File: src/rtl/uncache_mem_arbiter_pkg.sv
// Shared definitions for the uncache memory arbiter: size codes, requester IDs
// and the tag-width helper used to size requester-ID storage.
package uncache_mem_arbiter_pkg;

  typedef enum logic [2:0] {
    SZ_B = 3'd0,
    SZ_H = 3'd1,
    SZ_W = 3'd2,
    SZ_D = 3'd3
  } uncache_size_e;

  localparam int REQ_IFU = 0;
  localparam int REQ_LSU = 1;

  // A single requester still needs a one-bit tag to keep vectors legal.
  function automatic int tag_width(int n);
    return (n > 1) ? $clog2(n) : 1;
  endfunction

endpackage

File: src/rtl/uncache_mem_arbiter_if.sv
// Bundle of requester-side and memory-side handshake signals around the arbiter.
// The arbiter uses the slave view; the environment (requesters + memory) uses master.
interface uncache_mem_arbiter_if #(
  parameter int NUM_REQ = 2,
  parameter int ADDR_W  = 64,
  parameter int DATA_W  = 64
);
  logic [NUM_REQ-1:0]        req_vld_i;
  logic [NUM_REQ-1:0]        req_rdy_o;
  logic [NUM_REQ-1:0]        req_write_i;
  logic [3*NUM_REQ-1:0]      req_size_i;
  logic [ADDR_W*NUM_REQ-1:0] req_addr_i;
  logic [DATA_W*NUM_REQ-1:0] req_wdata_i;
  logic [NUM_REQ-1:0]        resp_vld_o;
  logic [NUM_REQ-1:0]        resp_rdy_i;
  logic [DATA_W-1:0]         resp_data_o;
  logic                      mem_vld_o;
  logic                      mem_ready_i;
  logic                      mem_write_o;
  logic [2:0]                mem_size_o;
  logic [ADDR_W-1:0]         mem_addr_o;
  logic [DATA_W-1:0]         mem_wdata_o;
  logic                      mem_resp_vld_i;
  logic                      mem_resp_rdy_o;
  logic [DATA_W-1:0]         mem_resp_data_i;

  modport slave (
    input  req_vld_i, req_write_i, req_size_i, req_addr_i, req_wdata_i, resp_rdy_i,
    input  mem_ready_i, mem_resp_vld_i, mem_resp_data_i,
    output req_rdy_o, resp_vld_o, resp_data_o,
    output mem_vld_o, mem_write_o, mem_size_o, mem_addr_o, mem_wdata_o, mem_resp_rdy_o
  );

  modport master (
    output req_vld_i, req_write_i, req_size_i, req_addr_i, req_wdata_i, resp_rdy_i,
    output mem_ready_i, mem_resp_vld_i, mem_resp_data_i,
    input  req_rdy_o, resp_vld_o, resp_data_o,
    input  mem_vld_o, mem_write_o, mem_size_o, mem_addr_o, mem_wdata_o, mem_resp_rdy_o
  );
endinterface

File: src/rtl/uncache_tag_fifo.sv
// Synchronous FIFO of requester IDs for reads awaiting a response.
// Head entry is read combinationally so responses route with no added latency.
module uncache_tag_fifo #(
  parameter int WIDTH = 1,
  parameter int DEPTH = 4,
  localparam int PTR_W = $clog2(DEPTH),
  localparam int CNT_W = $clog2(DEPTH) + 1
) (
  input  logic             clk,
  input  logic             rst,
  input  logic             push_i,
  input  logic [WIDTH-1:0] din_i,
  input  logic             pop_i,
  output logic [WIDTH-1:0] dout_o,
  output logic [CNT_W-1:0] count_o,
  output logic             full_o,
  output logic             empty_o
);
  logic [WIDTH-1:0] mem_q [DEPTH];
  logic [PTR_W-1:0] wr_ptr_q, rd_ptr_q;
  logic [CNT_W-1:0] count_q;
  logic             do_push, do_pop;

  assign full_o  = (count_q == CNT_W'(DEPTH));
  assign empty_o = (count_q == '0);
  assign do_push = push_i && !full_o;
  assign do_pop  = pop_i && !empty_o;
  assign dout_o  = mem_q[rd_ptr_q];
  assign count_o = count_q;

  always_ff @(posedge clk) begin
    if (do_push) mem_q[wr_ptr_q] <= din_i;
  end

  always_ff @(posedge clk) begin
    if (rst) begin
      wr_ptr_q <= '0;
      rd_ptr_q <= '0;
      count_q  <= '0;
    end else begin
      if (do_push) wr_ptr_q <= wr_ptr_q + 1'b1;
      if (do_pop)  rd_ptr_q <= rd_ptr_q + 1'b1;
      case ({do_push, do_pop})
        2'b10:   count_q <= count_q + 1'b1;
        2'b01:   count_q <= count_q - 1'b1;
        default: count_q <= count_q;
      endcase
    end
  end
endmodule

File: src/rtl/uncache_mem_arbiter.sv
// Round-robin arbiter sharing one uncache memory port among requesters; read
// responses are routed back in issue order through a tag FIFO of requester IDs.
module uncache_mem_arbiter
  import uncache_mem_arbiter_pkg::*;
#(
  parameter int NUM_REQ         = 2,
  parameter int MAX_OUTSTANDING = 4,
  parameter int ADDR_W          = 64,
  parameter int DATA_W          = 64,
  localparam int TAG_W = tag_width(NUM_REQ),
  localparam int CNT_W = $clog2(MAX_OUTSTANDING) + 1
) (
  input  logic                  clk,
  input  logic                  rst,
  uncache_mem_arbiter_if.slave  bus,
  output logic [CNT_W-1:0]      outstanding_o,
  output logic                  proto_err_o
);
  logic [TAG_W-1:0]  rr_ptr_q, lock_id_q, sel, sel_inc, cand, head;
  logic              lock_q, proto_err_q, found;
  logic              fifo_full, fifo_empty, blocked, hs, push, pop, resp_ok;
  logic [2:0]        size_arr  [NUM_REQ];
  logic [ADDR_W-1:0] addr_arr  [NUM_REQ];
  logic [DATA_W-1:0] wdata_arr [NUM_REQ];
  int                idx;

  for (genvar gi = 0; gi < NUM_REQ; gi++) begin : g_req
    assign size_arr[gi]         = bus.req_size_i[3*gi +: 3];
    assign addr_arr[gi]         = bus.req_addr_i[ADDR_W*gi +: ADDR_W];
    assign wdata_arr[gi]        = bus.req_wdata_i[DATA_W*gi +: DATA_W];
    assign bus.req_rdy_o[gi]    = hs && (sel == TAG_W'(gi));
    assign bus.resp_vld_o[gi]   = resp_ok && (head == TAG_W'(gi));
  end

  // Rotating priority scan starting at rr_ptr; a held lock overrides it.
  always_comb begin
    sel   = rr_ptr_q;
    found = 1'b0;
    idx   = 0;
    cand  = '0;
    for (int k = 0; k < NUM_REQ; k++) begin
      idx = int'(rr_ptr_q) + k;
      if (idx >= NUM_REQ) idx = idx - NUM_REQ;
      cand = TAG_W'(idx);
      if (!found && bus.req_vld_i[cand]) begin
        sel   = cand;
        found = 1'b1;
      end
    end
    if (lock_q) sel = lock_id_q;
  end

  assign sel_inc = (int'(sel) == NUM_REQ - 1) ? '0 : sel + TAG_W'(1);

  // Full-FIFO check uses the registered count only: a same-cycle pop does not free a slot.
  assign blocked         = !bus.req_write_i[sel] && fifo_full;
  assign bus.mem_vld_o   = !rst && bus.req_vld_i[sel] && !blocked;
  assign bus.mem_write_o = bus.req_write_i[sel];
  assign bus.mem_size_o  = size_arr[sel];
  assign bus.mem_addr_o  = addr_arr[sel];
  assign bus.mem_wdata_o = wdata_arr[sel];
  assign hs              = bus.mem_vld_o && bus.mem_ready_i;
  assign push            = hs && !bus.req_write_i[sel];

  // With nothing outstanding, responses are swallowed (and flagged) rather than stalled.
  assign resp_ok            = !rst && bus.mem_resp_vld_i && !fifo_empty;
  assign bus.mem_resp_rdy_o = !rst && (fifo_empty ? 1'b1 : bus.resp_rdy_i[head]);
  assign bus.resp_data_o    = bus.mem_resp_data_i;
  assign pop                = bus.mem_resp_vld_i && bus.mem_resp_rdy_o && !fifo_empty;
  assign proto_err_o        = proto_err_q;

  uncache_tag_fifo #(
    .WIDTH (TAG_W),
    .DEPTH (MAX_OUTSTANDING)
  ) u_tag_fifo (
    .clk     (clk),
    .rst     (rst),
    .push_i  (push),
    .din_i   (sel),
    .pop_i   (pop),
    .dout_o  (head),
    .count_o (outstanding_o),
    .full_o  (fifo_full),
    .empty_o (fifo_empty)
  );

  always_ff @(posedge clk) begin
    if (rst) begin
      rr_ptr_q    <= '0;
      lock_q      <= 1'b0;
      lock_id_q   <= '0;
      proto_err_q <= 1'b0;
    end else begin
      if (hs) begin
        lock_q   <= 1'b0;
        rr_ptr_q <= sel_inc;
      end else if (bus.mem_vld_o) begin
        lock_q    <= 1'b1;
        lock_id_q <= sel;
      end
      if (bus.mem_resp_vld_i && fifo_empty) proto_err_q <= 1'b1;
    end
  end
endmodule
File: src/flat_wrapper.sv
// flat-port wrapper written by rule: the top's interface ports become plain ports
module uncache_mem_arbiter_flat import uncache_mem_arbiter_pkg::*;
#(
  parameter int NUM_REQ         = 2,
  parameter int MAX_OUTSTANDING = 4,
  parameter int ADDR_W          = 64,
  parameter int DATA_W          = 64,
  localparam int TAG_W = tag_width(NUM_REQ),
  localparam int CNT_W = $clog2(MAX_OUTSTANDING) + 1
)
  (clk, rst, outstanding_o, proto_err_o, bus_req_vld_i, bus_req_write_i, bus_req_size_i, bus_req_addr_i, bus_req_wdata_i, bus_resp_rdy_i, bus_mem_ready_i, bus_mem_resp_vld_i, bus_mem_resp_data_i, bus_req_rdy_o, bus_resp_vld_o, bus_resp_data_o, bus_mem_vld_o, bus_mem_write_o, bus_mem_size_o, bus_mem_addr_o, bus_mem_wdata_o, bus_mem_resp_rdy_o);
  uncache_mem_arbiter_if #(.NUM_REQ(NUM_REQ), .ADDR_W(ADDR_W), .DATA_W(DATA_W)) bus_i ();
  input  logic clk;
  input  logic rst;
  output logic [CNT_W-1:0] outstanding_o;
  output logic proto_err_o;
  input wire logic [$bits(bus_i.req_vld_i)-1:0] bus_req_vld_i;
  input wire logic [$bits(bus_i.req_write_i)-1:0] bus_req_write_i;
  input wire logic [$bits(bus_i.req_size_i)-1:0] bus_req_size_i;
  input wire logic [$bits(bus_i.req_addr_i)-1:0] bus_req_addr_i;
  input wire logic [$bits(bus_i.req_wdata_i)-1:0] bus_req_wdata_i;
  input wire logic [$bits(bus_i.resp_rdy_i)-1:0] bus_resp_rdy_i;
  input wire logic [$bits(bus_i.mem_ready_i)-1:0] bus_mem_ready_i;
  input wire logic [$bits(bus_i.mem_resp_vld_i)-1:0] bus_mem_resp_vld_i;
  input wire logic [$bits(bus_i.mem_resp_data_i)-1:0] bus_mem_resp_data_i;
  output wire logic [$bits(bus_i.req_rdy_o)-1:0] bus_req_rdy_o;
  output wire logic [$bits(bus_i.resp_vld_o)-1:0] bus_resp_vld_o;
  output wire logic [$bits(bus_i.resp_data_o)-1:0] bus_resp_data_o;
  output wire logic [$bits(bus_i.mem_vld_o)-1:0] bus_mem_vld_o;
  output wire logic [$bits(bus_i.mem_write_o)-1:0] bus_mem_write_o;
  output wire logic [$bits(bus_i.mem_size_o)-1:0] bus_mem_size_o;
  output wire logic [$bits(bus_i.mem_addr_o)-1:0] bus_mem_addr_o;
  output wire logic [$bits(bus_i.mem_wdata_o)-1:0] bus_mem_wdata_o;
  output wire logic [$bits(bus_i.mem_resp_rdy_o)-1:0] bus_mem_resp_rdy_o;
  assign bus_i.req_vld_i = bus_req_vld_i;
  assign bus_i.req_write_i = bus_req_write_i;
  assign bus_i.req_size_i = bus_req_size_i;
  assign bus_i.req_addr_i = bus_req_addr_i;
  assign bus_i.req_wdata_i = bus_req_wdata_i;
  assign bus_i.resp_rdy_i = bus_resp_rdy_i;
  assign bus_i.mem_ready_i = bus_mem_ready_i;
  assign bus_i.mem_resp_vld_i = bus_mem_resp_vld_i;
  assign bus_i.mem_resp_data_i = bus_mem_resp_data_i;
  assign bus_req_rdy_o = bus_i.req_rdy_o;
  assign bus_resp_vld_o = bus_i.resp_vld_o;
  assign bus_resp_data_o = bus_i.resp_data_o;
  assign bus_mem_vld_o = bus_i.mem_vld_o;
  assign bus_mem_write_o = bus_i.mem_write_o;
  assign bus_mem_size_o = bus_i.mem_size_o;
  assign bus_mem_addr_o = bus_i.mem_addr_o;
  assign bus_mem_wdata_o = bus_i.mem_wdata_o;
  assign bus_mem_resp_rdy_o = bus_i.mem_resp_rdy_o;
  uncache_mem_arbiter #(.NUM_REQ(NUM_REQ), .MAX_OUTSTANDING(MAX_OUTSTANDING), .ADDR_W(ADDR_W), .DATA_W(DATA_W)) u_core (.clk(clk), .rst(rst), .bus(bus_i), .outstanding_o(outstanding_o), .proto_err_o(proto_err_o));
endmodule
File: config.mk
export PLATFORM = sky130hd
export DESIGN_NAME = uncache_mem_arbiter_flat
export DESIGN_NICKNAME = d
export VERILOG_FILES = /design/src/rtl/uncache_mem_arbiter_pkg.sv /design/src/rtl/uncache_mem_arbiter_if.sv /design/src/rtl/uncache_tag_fifo.sv /design/src/rtl/uncache_mem_arbiter.sv /design/src/flat_wrapper.sv
export SDC_FILE = /design/constraint.sdc
export NUM_CORES = 1
export LEC_CHECK = 0
export CAP_MARGIN = 25
export CORE_AREA = 10 10 203 205
export DETAILED_ROUTE_END_ITERATION = 10
export DIE_AREA = 0 0 213 215
export GPL_ROUTABILITY_DRIVEN = 0
export GPL_TIMING_DRIVEN = 1
export MAX_ROUTING_LAYER = met4
export PLACE_DENSITY = 0.42
export SLEW_MARGIN = 20
export SYNTH_ARGS = -nofsm -noshare
export SYNTH_HDL_FRONTEND = slang
export SYNTH_SLANG_ARGS = --single-unit
export TNS_END_PERCENT = 5
File: constraint.sdc
create_clock -name clk -period 3.8 [get_ports clk]
set_input_delay 1.14 -clock clk [delete_from_list [all_inputs] [get_ports clk]]
set_output_delay 1.14 -clock clk [all_outputs]
set_load 0.02 [all_outputs]
== After elaboration in Yosys (flattened, before gate mapping) ==
Memory sizes are Yosys's and may differ from the RTL's. A register that Yosys moved wholly into a read port is not among the register bits.
Cells that the tools add are included.

* Memories: 1
* Logic and storage cells: 90
* Bits in writable memories: 4
* Flip-flop bits (word level): 11
* Bits of input ports: 336

* Eq/ne operators: 3
* $lt $le $gt $ge: 7
* Reductions and logical operators: 28
* Bitwise operators: 4
* $add $sub $neg: 8
* Multiplexer cells: 32

{| class="wikitable"
|+ Memory list
! memory !! words !! bits a word !! read ports !! clocked after Yosys merged registers in !! wr ports !! RTL line !! source
|-
| u_core.u_tag_fifo.mem_q || 4 || 1 || 1 || 1 || 1 || uncache_tag_fifo.sv:19 || <nowiki>logic [WIDTH-1:0] mem_q [DEPTH];</nowiki>
|}

{| class="wikitable"
|+ Operator list
! kind !! number
|-
| two-way mux 64 bit || 6
|-
| two-way mux 1 bit || 20
|-
| logical AND 1 bit || 18
|-
| two-way mux 3 bit || 3
|-
| < comparator 1 x 2 -> 1 bit (second input constant) || 4
|-
| logical NOT 1 bit || 6
|-
| one-hot mux 3 bit (2 select lines) || 1
|-
| adder 2 x 1 -> 2 bit (second input constant) || 2
|-
| >= comparator 2 bit (second input constant) || 2
|-
| two-way mux 2 bit || 2
|-
| adder 3 x 1 -> 3 bit (second input constant) || 1
|-
| == test 3 bit (second input constant) || 1
|-
| logical NOT 3 bit || 1
|-
| inverter 1 bit || 3
|-
| subtractor 3 x 1 -> 3 bit (second input constant) || 1
|-
| adder 1 x 1 -> 2 bit (second input constant) || 1
|-
| == test 2 x 1 -> 1 bit (second input constant) || 1
|-
| == test 2 bit (second input constant) || 1
|-
| >= comparator 1 x 2 -> 1 bit (second input constant) || 1
|-
| inverter 1 -> 2 bit || 1
|-
| AND reduction 2 bit || 1
|-
| nonzero test 2 bit || 1
|-
| OR reduction 2 bit || 1
|-
| subtractor 1 bit (second input constant) || 2
|-
| adder 1 bit (second input constant) || 1
|}

== Depth between registers and ports, before layout ==
Gate-level depths: netlist of run 1.

* Depth in word-level cells: 20
* Gate-level depth with buffers: 11

== Cells and area by module ==
A second synthesis of run 1 with hierarchy kept.

* Cells, all modules: 591
* Area, all modules: 3124.2 um2

{| class="wikitable"
|+ By module, submodules not included
! module !! seq. area each (um2) !! cells each !! area each (um2) !! instances
|-
| uncache_mem_arbiter || 80.1 || 532 || 2506.2 || 1
|-
| uncache_tag_fifo || 300.3 || 59 || 618.1 || 1
|}

== Worst setup path before layout of run 1 ==
Ideal clock, no wire load.

* Kind: input -> output
* Start point: input bus_req_vld_i[0]
* End point: output bus_req_rdy_o[1]
* Setup slack: 0.219 ns
* Path buffers: 2
* Stages on the path: 6
* Arrival time: 2.441 ns
* Cell sequence: and2b_1 -> nor2_1 -> o31a_1 -> buf_2 -> buf_2 -> nor3_1

* Word-level cells in the longest chain between the ends: 15

{| class="wikitable"
|+ Ends and longest elaborated chain
! what !! RTL line !! source
|-
| from (decl) || flat_wrapper.sv:17 || <nowiki>input wire logic [$bits(bus_i.req_vld_i)-1:0] bus_req_vld_i;</nowiki>
|-
| two-way mux 1 bit (implied by the code) (2 in series) || uncache_mem_arbiter.sv:45 || <nowiki>if (!found && bus.req_vld_i[cand]) begin</nowiki>
|-
| two-way mux 1 bit || uncache_mem_arbiter.sv:45 ||
|-
| logical NOT 1 bit || uncache_mem_arbiter.sv:45 ||
|-
| logical AND 1 bit || uncache_mem_arbiter.sv:45 ||
|-
| two-way mux 1 bit || uncache_mem_arbiter.sv:45 ||
|-
| two-way mux 1 bit || uncache_mem_arbiter.sv:50 || <nowiki>if (lock_q) sel = lock_id_q;</nowiki>
|-
| two-way mux 1 bit (implied by the code) (2 in series) || uncache_mem_arbiter.sv:56 || <nowiki>assign blocked = !bus.req_write_i[sel] && fifo_full;</nowiki>
|-
| logical NOT 1 bit || uncache_mem_arbiter.sv:56 ||
|-
| logical AND 1 bit || uncache_mem_arbiter.sv:56 ||
|-
| logical NOT 1 bit || uncache_mem_arbiter.sv:57 || <nowiki>assign bus.mem_vld_o = !rst && bus.req_vld_i[sel] && !blocked;</nowiki>
|-
| logical AND 1 bit || uncache_mem_arbiter.sv:57 ||
|-
| logical AND 1 bit || uncache_mem_arbiter.sv:62 || <nowiki>assign hs = bus.mem_vld_o && bus.mem_ready_i;</nowiki>
|-
| logical AND 1 bit * || uncache_mem_arbiter.sv:31 || <nowiki>assign bus.req_rdy_o[gi] = hs && (sel == TAG_W'(gi));</nowiki>
|-
| to (decl) || flat_wrapper.sv:26 || <nowiki>output wire logic [$bits(bus_i.req_rdy_o)-1:0] bus_req_rdy_o;</nowiki>
|}

Every way passes the cells marked *; elsewhere a longest branch is shown, timed or not. The select of a mux whose other input is x is not followed.

== Worst setup path after layout of run 1 ==
* Start point: input bus_req_vld_i[0]
* End point: output bus_mem_addr_o[42]

* Word-level cells in the longest chain between the ends: 11

{| class="wikitable"
|+ Ends and longest elaborated chain
! what !! RTL line !! source
|-
| two-way mux 1 bit (implied by the code) (2 in series) || uncache_mem_arbiter.sv:45 ||
|-
| two-way mux 1 bit || uncache_mem_arbiter.sv:45 ||
|-
| logical NOT 1 bit || uncache_mem_arbiter.sv:45 ||
|-
| logical AND 1 bit || uncache_mem_arbiter.sv:45 ||
|-
| two-way mux 1 bit * || uncache_mem_arbiter.sv:45 ||
|-
| two-way mux 1 bit * || uncache_mem_arbiter.sv:50 ||
|-
| inverter 1 -> 2 bit (implied by the code) * || uncache_mem_arbiter.sv:60 || <nowiki>assign bus.mem_addr_o = addr_arr[sel];</nowiki>
|-
| two-way mux 64 bit (implied by the code) * (3 in series) || uncache_mem_arbiter.sv:60 ||
|-
| to (decl) || flat_wrapper.sv:32 || <nowiki>output wire logic [$bits(bus_i.mem_addr_o)-1:0] bus_mem_addr_o;</nowiki>
|}

Marks and branches as above.

==> impl_results.md, run 1 <==
* Setup TNS Final at -0.00870 ns
* H-Tree Depth at 1
* RSZ-0062 raised after global routing: yes
* Chip width at 213 um
* Hold Slack at 0.459 ns
* Critical path's top delay family: buffers and inverters
* XOR/XNOR Fraction of Synth Area at 0.842%
* Initial core utilization at 8.39%
* Crit Path Class: in -> out
* Commonest cells post-synth: nand2_1, buf_4, buf_2
* Vias in the first global route at 5482
* Period minus WS final at 3.81 ns
* Peak supply drop at 0.101 mV
* Share of synthesized area spent on multiplexers at 2.04%
* Simple-Gate Fraction of Synth Area at 53.7%
* Slew headroom at 77.2%
* R2R setup slack at 1.12 ns
* Crit path max fanout at 9
* DP Worst Slack at -0.838 ns
* Synth Area in Compound Gates at 5.65%
* CTS tree: done
* Max_cap viols at 0
* Worst-path clk slew at 0.05 ns
* Critical path's slowest cell: o31a_2
* WP depth at 10
* Reg-to-reg endpoint: u_core.u_tag_fifo.count_o[2]
* Core ar. at 37200 sq um
* Largest family of logic cells by synthesized area: simple AND/OR/NAND/NOR gates
* Residual DRC at 0
* Synth Flop Type: dfxtp_1
* Hold path startpoint: u_core.u_tag_fifo.rd_ptr_q[1]
* Status: complete, but fails checks
* Cell variety after synth at 40
* Reg2Reg Depth at 9
* Max-slew violations at 0
* Syn_nets at 934
* FP Rows at 71
* Fillers at 4206
* Drt total wl at 26200 um
* Post-synth EDFFs at 4
* DR WL/cell at 18.0 um
* IO Port Bufs at 413
* Ports at 542
* Syn Std Cell Area at 3120 sq um
* Num CTS Buffers at 3
* CP endpoint kind: output pin
* Leakage at 3.85 nW
* Iter 0 DRT Violations at 219
* Area growth, synth to finish at 155%
* Synth async-reset ratio at 0%
* Cells after Synth at 592
* Max Buffers Root-to-Sink at 2
* Share of layout cells above drive strength 1 at 25.7%
* Min-Delay Path Class: reg -> reg
* Ranking of synthesized cells by area: nand2_1, buf_4, dfxtp_1
* Die Footprint at 45800 sq um
* Total grt overflow at 0
* Most common cell in the synthesized netlist: nand2_1
* CP Buf/Inv Count at 5
* Top cell type's share of synthesized area at 47.7%
* Die extent in y at 215 um
* Period utilization at 100%
* Mapped Avg Cell Area at 5.27 sq um
* CP arrival at 2.67 ns
* DRT Pass-1 Iters at 4
* Root Driver: clkbuf_16
* Final setup fails at 1
* Worst endpoint required time at 2.66 ns
* Power density cells at 262 nW/um^2
* Largest net degree at the start of global routing at 25
* Crit Reg-Reg Startpoint: u_core.u_tag_fifo.mem_q[3]
* Placed cells at 1440
* Antenna violations before repair at 3
* Fmax at 263 MHz
* Vias per cell at 3.50
* Crit-path cells: buf_6, and2b_1, nor2_1, o31a_2, buf_4, buf_12, buf_4, nand2_1, nand2_1, buf_2
* Skew final at 0.00503 ns
* Yosys reg bits at 17
* Hold path cells at 1
* First-pass GRT wire length at 36200 um
* Yosys top cell by area: nand2_1
* HPWL reported at the end of detailed placement at 22600 um
* Worst-Skew Late Latency at 0.25 ns
* Worst Tran Pin Value at 0.341 ns
* Syn. warnings at 0
* Post-route worst setup slack at -0.00870 ns
* Remaining antenna violation count at 0
* Finished Layout Cells at 1460
* Vias at 5116
* CTS Sinks at 17
* CP peak stage delay at 0.37 ns
* Total GRT Usage at 10.8%
* Net count, final at 1326
* Final hold violations at 0
* Sequential-to-total area share from yosys stat at 12.2%
* Failing checks: negative setup slack
* Post-Synth Adder-Cell Area at 2.65%
* Crit path launch type: input pin
[final cells by class]
| class | count | area, sq um | share of cell area, % |
|---|---|---|---|
| timing repair buffer | 481 | 4680 | 58.7 |
| multi-input combinational | 470 | 2190 | 27.4 |
| tap | 474 | 593 | 7.44 |
| sequential | 17 | 380 | 4.77 |
| clock buffer | 3 | 75.1 | 0.941 |
| inverter | 11 | 46.3 | 0.580 |
| antenna | 3 | 7.51 | 0.0941 |
| clock inverter | 1 | 5.00 | 0.0628 |
[placed cells by master (no fill, tap or decap), types with 2 or more instances in the layout]
master / n
clkbuf_16: 4
dlymetal6s2s_1: 2
xor2_1: 2
dfxtp_1: 13
buf_16: 4
nand2_1: 366
mux2i_1: 3
nor2b_1: 2
ha_1: 5
buf_2: 62
nand2_2: 22
buf_6: 60
nor2_1: 12
inv_1: 10
a21oi_1: 7
buf_12: 14
o21a_1: 2
o21ai_2: 2
o211a_1: 2
or3_1: 2
and3_1: 4
o21ai_1: 2
buf_4: 60
nor3_1: 2
buf_8: 4
clkdlybuf4s50_1: 274
nand2_4: 9
nand3_1: 5
edfxtp_1: 4
o21ai_0: 2
diode_2: 3
[per-stage QoR]
step / power (mW) / util [%] / instance area [sq um]
CTS: 2.03 / 20.5 / 7630
global route: 2.23 / 21.4 / 7980
global placement: 1.83 / 20.6 / 7670
floorplan: 0.958 / - / 3120
finish: 2.09 / 21.4 / 7980
detailed placement: 1.82 / 20.6 / 7670
[logic make-up (layout without fill, tap and decap cells)]
family,Yosys count,in the layout
xor+xnor,3,3
flops,17,17
other cells,0,3
fa+ha+maj,6,6
compound gates,23,23
simple gates,433,433
buf+inv,105,496
mux,5,5
[worst reg2reg max path, stage by stage (launching register included)]
cell	delay [ns]
edfxtp_1	0.37
mux4_2	0.54
mux2i_1	0.17
nor2_1	0.27
ha_1	0.23
inv_1	0.05
fa_1	0.37
xor2_1	0.17
or3_1	0.30
a21oi_1	0.14
[routing by layer]
metal,vias to the layer above,GRT usage [%],share of wire [%]
met5,-,-,0
met4,0,2.98,2.4
met3,18,4.15,12
met2,342,19.6,51
met1,2218,10.4,35
li1,2538,-,-
[report_power, final]
part | switching, mW | total [mW] | internal (mW) | leakage [nW]
Combinational | 0.835 | 1.67 | 0.835 | 3.67
Clock | 0.0737 | 0.215 | 0.141 | 0.0409
Sequential | 0.0108 | 0.206 | 0.195 | 0.143
[how the worst max path moves through the flow]
stage	start	to	slack [ns]
4_1_cts	bus_req_write_i[0]	bus_mem_vld_o	-0.08
3_3_place_gp	bus_req_vld_i[0]	bus_mem_addr_o[42]	-0.83
5_1_grt	bus_req_vld_i[0]	bus_mem_wdata_o[37]	-0.09
6_report	bus_req_vld_i[0]	bus_mem_addr_o[42]	-0.009
2_1_floorplan	bus_req_vld_i[0]	bus_req_rdy_o[1]	0.22
3_5_place_dp	bus_req_vld_i[0]	bus_mem_addr_o[42]	-0.84
[repair_timing]
item,CTS,global route
resized for setup,593,100
endpoints found under the hold margin,0,0
pin swaps,6,31
hold buffers,0,0
setup endpoints to repair,135,118
gates cloned,5,1
buffers inserted,7,3
Power figures use the tool's default switching activity.
==> inputs of run 2 (changes only) <==
--- a/config.mk
+++ b/config.mk
@@ -5,7 +5,7 @@
 export SDC_FILE = /design/constraint.sdc
 export NUM_CORES = 1
 export LEC_CHECK = 0
-export CAP_MARGIN = 25
+export CAP_MARGIN = 5
 export CORE_AREA = 10 10 203 205
 export DETAILED_ROUTE_END_ITERATION = 10
 export DIE_AREA = 0 0 213 215
==> results of run 2 <==
Same layout as run 1: the final DEF is identical, and so are final timing and power.
==> inputs of run 3 (changes only) <==
==> constraint.sdc (replaced) <==
create_clock -name clk -period 3.8 [get_ports clk]
set_input_delay 1.14 -clock clk [delete_from_list [all_inputs] [get_ports clk]]
set_output_delay 1.14 -clock clk [all_outputs]
set_load 0.1 [all_outputs]
==> impl_results.md, run 3 (same netlist as run 1, synthesis figures left out) <==
* Status: completed
* Final setup fails at 0
* Die extent in y at 215 um
* Leakage at 4.32 nW
* Hold Path End: u_core.u_tag_fifo.rd_ptr_q[1]
* Vias per cell at 3.49
* Die Footprint at 45800 sq um
* Ports at 542
* Share of layout cells above drive strength 1 at 30.5%
* Final hold violations at 0
* Peak supply drop at 0.211 mV
* CP endpoint kind: output pin
* Most frequent cells in the layout: nand2_1, clkdlybuf4s50_1, buf_12
* Crit path launch type: input pin
* Period minus WS final at 3.78 ns
* Max Buffers Root-to-Sink at 2
* Comb power frac at 89.6%
* H-Tree Depth at 1
* HPWL reported at the end of detailed placement at 22500 um
* FP Rows at 71
* Pint at 1.70 mW
* Clk pwr share at 5.3%
* Residual DRC at 0
* Setup TNS Final at 0 ns
* Initial core utilization at 8.39%
* Placed cells at 1428
* Core ar. at 37200 sq um
* Period utilization at 99.5%
* CTS Sinks at 17
* Skew final at 0.00313 ns
* Switching Fraction at 58.2%
* Iter 0 DRT Violations at 182
* Worst-Skew Late Latency at 0.25 ns
* Chip width at 213 um
* Most used cell, CP: buf_12
* Psw at 2.37 mW
* Hold path startpoint: u_core.u_tag_fifo.rd_ptr_q[1]
* Largest net degree at the start of global routing at 28
* Finished Layout Cells at 1443
* Crit path max fanout at 6
* IO Port Bufs at 413
* CP arrival at 2.64 ns
* Crit-path cells: buf_8, and2b_1, nor2_1, o31a_4, buf_12, buf_16, buf_12, nor3_4, buf_12
* Root Driver: clkbuf_16
* Max_cap viols at 0
* Drt total wl at 26600 um
* Reg-to-reg endpoint: u_core.u_tag_fifo.count_o[2]
* Hold Slack at 0.456 ns
* Hold path cells at 1
* CP peak stage delay at 0.34 ns
* DR WL/cell at 18.5 um
* Critical path's slowest cell: o31a_4
* Worst Tran Pin Value at 0.391 ns
* Slew headroom at 73.9%
* Net count, final at 1311
* Post-route worst setup slack at 0.0186 ns
* Vias at 5030
* Crit Path Class: in -> out
* Total power at 4.08 mW
* Total GRT Usage at 11.0%
* Num CTS Buffers at 3
* CTS tree: done
* Total grt overflow at 0
* Max-slew violations at 0
* Fmax at 264 MHz
* Seq pwr share at 5.1%
* RSZ-0062 raised after global routing: yes
* Power density cells at 423 nW/um^2
* Reg2Reg Depth at 9
* First-pass GRT wire length at 36300 um
* Worst-path clk slew at 0.05 ns
* Commonest non-fill, non-tap cell in the layout: nand2_1
* Min-Delay Path Class: reg -> reg
* Area growth, synth to finish at 208%
* R2R setup slack at 1.15 ns
* DP Worst Slack at -0.567 ns
* Hold Buf Count CTS at 0
* DRT Pass-1 Iters at 5
* Remaining antenna violation count at 0
* Antenna violations before repair at 2
* Worst endpoint required time at 2.66 ns
* Vias in the first global route at 5440
## run 3: cell type report
cell class,instances,area (sq um)
fill,4032,27600
timing repair buffer,466,6200
multi-input combinational,470,2320
tap,474,593
sequential,17,380
clock buffer,3,75.1
inverter,11,48.8
clock inverter,1,5.00
antenna,1,2.50
## run 3: how the worst max path moves through the flow
stage / from / end / slack [ns]
6_report: bus_req_vld_i[0] / bus_req_rdy_o[1] / 0.02
3_5_place_dp: bus_req_vld_i[0] / bus_mem_wdata_o[11] / -0.57
5_1_grt: bus_req_vld_i[0] / bus_req_rdy_o[1] / -0.04
3_3_place_gp: bus_req_vld_i[0] / bus_mem_wdata_o[11] / -0.53
4_1_cts: bus_req_vld_i[0] / bus_req_rdy_o[1] / -0.006
2_1_floorplan: bus_req_vld_i[0] / bus_mem_addr_o[11] / -0.17
## run 3: stage by stage
step / util [%] / area (sq um)
3_3_place_gp: 24.3 / 9060
2_1_floorplan: - / 3170
6_report: 25.9 / 9630
3_5_place_dp: 24.3 / 9060
4_1_cts: 25.4 / 9460
5_1_grt: 25.9 / 9630
## run 3: power by group through the flow
| stage | logic, mW | registers [mW] | clock network, mW |
|---|---|---|---|
| after floorplan | 2.29 | 0.222 | 0 |
| after CTS | 3.66 | 0.206 | 0.222 |
| after global placement | 3.53 | 0.208 | 0 |
| final | 3.65 | 0.206 | 0.217 |
| after detailed placement | 3.53 | 0.208 | 0 |
| after global routing | 3.79 | 0.207 | 0.230 |
## run 3: critical path, delay by kind of cell
family | cells | cell delay, ns
buffers and inverters | 5 | 0.72
AND/OR/NAND/NOR | 3 | 0.43
AO/OA/AOI/OAI | 1 | 0.34
## run 3: timing repair
action                                  CTS  global route
cloned                                    5             0
pin swaps                                 9            11
endpoints found under the setup margin  135           104
buffers inserted                          5             1
resized for setup                        47            66
## run 3: layer usage
metal	share of wire [%]	wire length [um]	up-vias	track usage, %
met2	50	13400	377	20.0
met4	1.6	420	0	2.02
li1	-	-	2499	-
met3	12	3210	24	4.37
met5	0	0	-	-
met1	36	9590	2130	10.9
